==> src/rtl/dio_download_bridge.sv <==
// Download bridge: packs the hps_io ioctl byte stream into 16-bit SDRAM words,
// maps each file index to its word region, holds ioctl_wait until the word has
// been written in a dioBusControl slot, and latches floppy size flags when the
// download ends.
module dio_download_bridge #(
  parameter logic [20:0] ROM_BASE = 21'h000000,
  parameter logic [20:0] INT_BASE = 21'h080000,
  parameter logic [20:0] EXT_BASE = 21'h100000,
  parameter int unsigned DS_BYTES = 819200,
  parameter int unsigned SS_BYTES = 409600
) (
  input  logic        clk,
  input  logic        _systemReset,
  input  logic        ioctl_download,
  input  logic [7:0]  ioctl_index,
  input  logic        ioctl_wr,
  input  logic [24:0] ioctl_addr,
  input  logic [7:0]  ioctl_dout,
  output logic        ioctl_wait,
  input  logic        dioBusControl,
  output logic        download_cycle,
  output logic        dio_write,
  output logic [20:0] dio_a,
  output logic [15:0] dio_data,
  input  logic [1:0]  diskEject,
  output logic [1:0]  insertDisk,
  output logic [1:0]  diskSides
);

  typedef enum logic [1:0] {IDLE, PEND, ARMED, WRITE} state_t;

  state_t      state_q, state_d;
  logic        ioctl_wait_d;
  logic        dio_write_d;
  logic [20:0] dio_a_d;
  logic [15:0] dio_data_d;
  logic [7:0]  temp_q, temp_d;
  logic        temp_valid_q, temp_valid_d;
  logic [24:0] last_byte_q, last_byte_d;
  logic        download_q;
  logic        int_ds_q, int_ds_d, int_ss_q, int_ss_d;
  logic        ext_ds_q, ext_ds_d, ext_ss_q, ext_ss_d;

  logic [20:0] base;
  logic        idx_ok;
  logic        dl_fall;
  logic [24:0] n_bytes;
  logic        is_ds, is_ss;

  // Region base for the current file index; indices above 2 emit no words.
  always_comb begin
    base   = ROM_BASE;
    idx_ok = 1'b1;
    case (ioctl_index)
      8'd0:    base = ROM_BASE;
      8'd1:    base = INT_BASE;
      8'd2:    base = EXT_BASE;
      default: idx_ok = 1'b0;
    endcase
  end

  assign dl_fall = download_q & ~ioctl_download;
  assign n_bytes = last_byte_q + 25'd1;
  assign is_ds   = (n_bytes == 25'(DS_BYTES));
  assign is_ss   = (n_bytes == 25'(SS_BYTES));

  // Next-state logic: byte packing, slot handshake, size flags and eject.
  always_comb begin
    state_d      = state_q;
    ioctl_wait_d = ioctl_wait;
    dio_write_d  = dio_write;
    dio_a_d      = dio_a;
    dio_data_d   = dio_data;
    temp_d       = temp_q;
    temp_valid_d = temp_valid_q;
    last_byte_d  = last_byte_q;
    int_ds_d     = int_ds_q;
    int_ss_d     = int_ss_q;
    ext_ds_d     = ext_ds_q;
    ext_ss_d     = ext_ss_q;

    case (state_q)
      IDLE: begin
        if (ioctl_wr) begin
          last_byte_d = ioctl_addr;
          if (!ioctl_addr[0]) begin
            temp_d       = ioctl_dout;
            temp_valid_d = 1'b1;
          end else begin
            temp_valid_d = 1'b0;
            if (idx_ok) begin
              dio_data_d   = {temp_q, ioctl_dout};
              dio_a_d      = base + ioctl_addr[21:1];
              state_d      = PEND;
              ioctl_wait_d = 1'b1;
            end
          end
        end else if (dl_fall && temp_valid_q) begin
          // Flush an unpaired trailing even byte as {byte, 00}.
          temp_valid_d = 1'b0;
          if (idx_ok) begin
            dio_data_d   = {temp_q, 8'h00};
            dio_a_d      = base + last_byte_q[21:1];
            state_d      = PEND;
            ioctl_wait_d = 1'b1;
          end
        end
      end
      PEND: begin
        if (!dioBusControl) begin
          state_d     = ARMED;
          dio_write_d = 1'b1;
        end
      end
      ARMED: begin
        if (dioBusControl) state_d = WRITE;
      end
      WRITE: begin
        if (!dioBusControl) begin
          state_d      = IDLE;
          dio_write_d  = 1'b0;
          ioctl_wait_d = 1'b0;
        end
      end
      default: state_d = IDLE;
    endcase

    if (dl_fall) begin
      case (ioctl_index)
        8'd1: begin
          int_ds_d = is_ds;
          int_ss_d = is_ss;
        end
        8'd2: begin
          ext_ds_d = is_ds;
          ext_ss_d = is_ss;
        end
        default: ;
      endcase
    end

    // Eject overrides a same-edge size latch.
    if (diskEject[0]) begin
      int_ds_d = 1'b0;
      int_ss_d = 1'b0;
    end
    if (diskEject[1]) begin
      ext_ds_d = 1'b0;
      ext_ss_d = 1'b0;
    end
  end

  // State and output registers with synchronous active-low reset.
  always_ff @(posedge clk) begin
    if (!_systemReset) begin
      state_q      <= IDLE;
      ioctl_wait   <= 1'b0;
      dio_write    <= 1'b0;
      dio_a        <= '0;
      dio_data     <= '0;
      temp_q       <= '0;
      temp_valid_q <= 1'b0;
      last_byte_q  <= '0;
      download_q   <= 1'b0;
      int_ds_q     <= 1'b0;
      int_ss_q     <= 1'b0;
      ext_ds_q     <= 1'b0;
      ext_ss_q     <= 1'b0;
    end else begin
      state_q      <= state_d;
      ioctl_wait   <= ioctl_wait_d;
      dio_write    <= dio_write_d;
      dio_a        <= dio_a_d;
      dio_data     <= dio_data_d;
      temp_q       <= temp_d;
      temp_valid_q <= temp_valid_d;
      last_byte_q  <= last_byte_d;
      download_q   <= ioctl_download;
      int_ds_q     <= int_ds_d;
      int_ss_q     <= int_ss_d;
      ext_ds_q     <= ext_ds_d;
      ext_ss_q     <= ext_ss_d;
    end
  end

  assign download_cycle = ioctl_download & dioBusControl;
  assign insertDisk     = {ext_ds_q | ext_ss_q, int_ds_q | int_ss_q};
  assign diskSides      = {ext_ds_q, int_ds_q};

endmodule
==> config.mk <==
export PLATFORM = sky130hd
export DESIGN_NAME = dio_download_bridge
export DESIGN_NICKNAME = d
export VERILOG_FILES = /design/src/rtl/dio_download_bridge.sv
export SDC_FILE = /design/constraint.sdc
export NUM_CORES = 1
export LEC_CHECK = 0
export BUFFER_PORTS_ARGS = -buffer_cell sky130_fd_sc_hd__buf_2
export CAP_MARGIN = 0
export CORE_UTILIZATION = 45
export DETAILED_ROUTE_END_ITERATION = 10
export PLACE_DENSITY_LB_ADDON = 0.08
export SLEW_MARGIN = 15
export SYNTH_ARGS = -nofsm -noshare
export SYNTH_HDL_FRONTEND = slang
export SYNTH_SLANG_ARGS = --single-unit
==> constraint.sdc <==
create_clock -name clk -period 2.4 [get_ports clk]
set_input_delay 0.12 -clock clk [delete_from_list [all_inputs] [get_ports clk]]
set_output_delay 0.12 -clock clk [all_outputs]
set_load 0.005 [all_outputs]
== Word-level counts from Yosys, hierarchy flattened ==
Index checks and enable logic that the tools add are counted.

* Latch bits: 0
* Bits of input ports: 48
* Register bits after elaboration: 80
* Memories: 0
* Bits in writable memories: 0
* Output and inout port bits: 44
* ROM bits: 0

* Reductions and logical operators: 18
* Shift-type cells: 0
* Magnitude comparators: 0
* Multiply operators: 0
* $add $sub $neg: 3
* Bitwise gates (word level): 7
* Muxes and demuxes: 31
* Div/mod/pow operators: 0
* Eq/ne operators: 13

{| class="wikitable"
|+ Operators by type and width
! cell !! number
|-
| two-way mux 21 bit || 5
|-
| two-way mux 16 bit || 5
|-
| adder 21 bit || 2
|-
| one-hot mux 21 bit (2 select lines) || 1
|-
| adder 25 x 1 -> 25 bit, second input constant || 1
|-
| equality test 25 x 19 -> 1 bit, second input constant || 1
|-
| equality test 25 x 20 -> 1 bit, second input constant || 1
|-
| two-way mux 2 bit || 7
|-
| two-way mux 1 bit || 10
|-
| equality test 8 x 1 -> 1 bit, second input constant || 1
|-
| equality test 8 x 2 -> 1 bit, second input constant || 1
|-
| zero test 8 bit || 1
|-
| one-hot mux 2 bit (4 select lines) || 1
|-
| AND reduction 2 bit || 4
|-
| AND reduction 4 bit || 2
|-
| inequality test 2 bit, second input constant || 3
|-
| inequality test 3 bit, second input constant || 2
|-
| AND reduction 3 bit || 2
|-
| nonzero test 2 bit || 3
|-
| AND reduction 5 bit || 1
|-
| equality test 2 bit, second input constant || 2
|-
| one-hot mux 1 bit (2 select lines) || 2
|-
| OR reduction 2 bit || 2
|-
| inverter 1 bit || 3
|-
| other kinds (7) || 9
|}

== Depth between registers and ports, before layout ==
* Depth after elaboration: 7
* Gate-level depth with buffers: 8

== Worst setup path before layout ==
No wires, ideal clock.

* Path kind: input port to flip-flop
* Start: input ioctl_wr
* End: register dio_a[20]
* Arrival: 2004 ps
* Stages on the path: 8
* Slack: 338 ps
* Path buffers: 2
* Setup time: 59 ps
* Required time: 2341 ps
* Cell sequence: clkbuf_1 -> buf_1 -> mux2_2 -> ha_1 -> xnor2_1 -> or3_1 -> nand3_1 -> o211a_1

* Longest elaborated chain between the ends: 2
* Elaborated cells on any way between the ends: 4
* Classes of those cells: eq/ne (1); mux (1); reduce/logical (2)

{| class="wikitable"
|+ Ends and longest elaborated chain
! what !! RTL line !! RTL
|-
| start: declaration || 16 || <nowiki>input logic ioctl_wr,</nowiki>
|-
| inequality test 2 x 1 -> 1 bit (no line) / nonzero test 2 bit (equally long branches) || n/a ||
|-
| AND reduction 4 bit (no line) || n/a ||
|-
| end signal: assignment || 173 || <nowiki>dio_a <= dio_a_d;</nowiki>
|-
| end: declaration || 23 || <nowiki>output logic [20:0] dio_a,</nowiki>
|}

Parallel ways exist; a longest one is shown, timed or not.
A chain may end at the register's enable or synchronous reset.

== Worst setup path after layout ==
* Start: input ioctl_download
* End: register dio_data[1]

* Longest elaborated chain between the ends: 5

{| class="wikitable"
|+ Ends and longest elaborated chain
! what !! RTL line !! RTL
|-
| start: declaration || 14 || <nowiki>input logic ioctl_download,</nowiki>
|-
| inverter 1 bit || 62 || <nowiki>assign dl_fall = download_q & ~ioctl_download;</nowiki>
|-
| AND 1 bit || 62 ||
|-
| logical AND 1 bit || 98 || <nowiki>end else if (dl_fall && temp_valid_q) begin</nowiki>
|-
| nonzero test 2 bit (no line) || n/a ||
|-
| AND reduction 4 bit (no line) || n/a ||
|-
| end signal: assignment || 174 || <nowiki>dio_data <= dio_data_d;</nowiki>
|-
| end: declaration || 24 || <nowiki>output logic [15:0] dio_data,</nowiki>
|}

Every way passes these cells.

==> summary.txt <==
outcome = finished, violations left
violated checks = DRC
highest net fanout along the worst path = 28
initial antenna violation count = 0
count of final hold-check violations = 0
Routed Wire Length = 9060 um
TritonCTS clock tree = done
Synth top area share = 42.2%
number of antenna repair diodes = 0
DRC violation count after routing = 2
layout cells sized above 1 = 23.1%
post-synthesis simple-gate area fraction = 25.4%
Critical Path RT = 2.70 ns
cell leakage power = 0.00226 uW
cell count after placement = 629
port buffer count = 91
most frequent standard cell in the layout excluding fill and tap cells = nand2_1
fraction of the mapped netlist area in compound gates = 20.0%
quantity of hold-fixing buffers added after cts = 9
worst setup path startpoint = ioctl_download
cells resized by post-CTS repair = 0
clock period minus final worst setup slack = 2.08 ns
clk root buf = clkbuf_8
Layout Nets = 597
final slew viol count = 0
post-layout instance count excluding filler cells = 654
proportion of synthesized area in mux cells = 5.83%
setup repair after global routing missed its margin = false
Reg2Reg Setup Slack = 0.35 ns
most frequent cells in the layout = nand2_1 (132), buf_2 (91), dfxtp_1 (80)
number of synthesized flops with an enable pin = 0
count of cell types in the netlist = 44
startpoint of the lowest-slack register-to-register path = last_byte_q[16]
maximum buffer depth of the clock tree = 2
row cnt = 33
cell type with the highest aggregate area in the netlist = dfxtp_1
# H-tree levels = 3
gr ovfl total = 0
fill cell instance count of the final layout = 794
weighted congestion at the end of routability-driven global placement = 0.794
type of destination of the critical path = register
starting utilization of the core area = 46.4%
arrival time at the worst endpoint = 2.37 ns
overall via count from detail_route = 3425
average via count per standard cell = 5.24
headroom to the max-slew limit = 63.2%
Least-Margin Pin Slew = 0.549 ns
kind of launch point of the worst setup path = input port
Num CTS Buffers = 9
Maximum Capacitance Violations = 0
horizontal die dimension = 93.9 um
via count of the first global-routing pass = 3053
detailed placement HPWL = 6320 um
hold crit path type = in -> reg
Iter 0 DRT Violations = 135
Sinks on Clock Net = 80
largest net degree at the start of global routing = 51
fmax = 482 MHz
layout overhead on the synthesized area = 22.0%
detail-routed net length per standard cell = 13.9 um
global-route wire length before repair = 14600 um
final setup skew = 0.0166 ns
I/O pin count = 92
DRT antenna net count = 0
top flip-flop cell by instance count after synthesis = dfxtp_1
power density over the cells = 561 nW/um^2
Die Span Y = 93.9 um
final clock period utilization by the worst path = 86.5%
FFs w/ async S/R, synth = 0%
count of synthesis-stage warnings from yosys = 0
global-route usage over all layers = 21.3%
final-report setup violation count = 0
fraction of synthesized cell area in xor and xnor cells = 1.15%
number of setup buffers added after CTS = 0
first-pass detailed-route iteration total = 9
Hold Startpoint = ioctl_addr[3]
mean cell area of the mapped netlist = 8.38 sq um
final-layout setup total negative slack = 0 ns
main combinational cell family by area after synthesis = simple AND/OR/NAND/NOR gates
top cells by area, synth = dfxtp_1 (42%), nand2_1 (13%), a21boi_0 (9.9%)
number of instances in the synthesized netlist = 453
number of storage elements in the synthesis netlist = 80
post-synthesis share of cell area spent on full adders, half adders and majority gates = 1.65%
netlist area before placement = 3800 sq um
post-synthesis net count = 506
VDD IR max = 283 uV
critical path type = in -> reg
Die ar. = 8810 sq um
placeable core region = 8180 sq um
Clock Pin Slew Worst Setup and Hold Paths = 0.08 ns
post-synthesis sequential area ratio = 42.2%
worst skew pair latency = 0.37 ns
## layout make-up
type	instances	area (sq um)	area share (%)
multi-input combinational	337	2050	44.3
tap	105	131	2.83
sequential	80	1600	34.6
clock buffer	11	151	3.27
inverter	9	33.8	0.729
clock inverter	5	38.8	0.837
timing repair buffer	107	623	13.4
## power breakdown
group	total [uW]	internal, uW	leakage (uW)	switching (uW)
Combinational	236	114	0.00152	122
Clock	965	438	0.0000959	527
Sequential	1400	1360	0.000650	38.7
Total	2600	1910	0.00226	688
## routing by layer
layer / up-vias / global-route usage (%) / routed length, um
met5: - / 0 / 0
met4: 0 / 10.9 / 187
met3: 13 / 3.56 / 278
met2: 59 / 35.6 / 4470
met1: 1604 / 26.3 / 4130
li1: 1749 / - / -
## worst paths after layout
| path | to | depth (start not counted) |
|---|---|---|
| max reg2reg | int_ss_q | 6 |
| min reg2reg | dio_data[1] | 2 |
| min | last_byte_q[3] | 3 |
| max | dio_data[1] | 8 |
## state kept, by name (all words and copies together), names as in the netlist, 2 cells and up
register,cells
last_byte_q,25
dio_data,16
temp_q,8
state_q,2
dio_a,21
## worst max-delay path, cell delays in order
cell	delay, ns
dlygate4sd3_1	0.54
buf_2	0.13
nand2b_1	0.21
o31ai_1	0.32
and3_2	0.56
buf_12	0.24
nand3_1	0.09
a21boi_0	0.16
## metrics by stage
step / area [sq um] / total power (uW) / hold WS [ns] / util, % / worst slack [ns]
2_1_floorplan: 3800 / 1560 / 0.242 / - / 0.338
3_3_place_gp: 4350 / 1650 / 0.355 / 53.3 / 0.382
3_5_place_dp: 4350 / 1650 / 0.353 / 53.3 / 0.341
4_1_cts: 4630 / 2630 / 0.00144 / 56.7 / 0.331
5_1_grt: 4630 / 2710 / 0.0132 / 56.7 / 0.153
6_report: 4630 / 2600 / 0.0114 / 56.7 / 0.325
## Yosys cell counts, types with 3 or more instances
master and number:
inv_1 9, dfxtp_1 80, nand2_1 132, or2_2 5
nor2_1 16, nand4_1 4, nor3_1 3, a31oi_1 3
nor2b_1 3, nand3_1 14, nor4_1 3, a21oi_1 3
a21boi_0 50, ha_1 5, o31ai_1 5, clkbuf_1 23
o21ai_0 7, and4_1 4, xnor2_1 3, o211a_1 21
and3_1 5, mux2i_1 21, and2_1 5, nand2b_1 3
## logic make-up (layout without fill, tap and decap cells)
kind of cell	count (synthesis)	in the layout
AO/OA/AOI/OAI	97	97
XOR/XNOR	5	5
adder cells (fa/ha/maj)	5	5
buffers and inverters	36	132
AND/OR/NAND/NOR	208	208
flip-flops	80	80
multiplexers	22	22
Power figures use the tool's default switching activity.
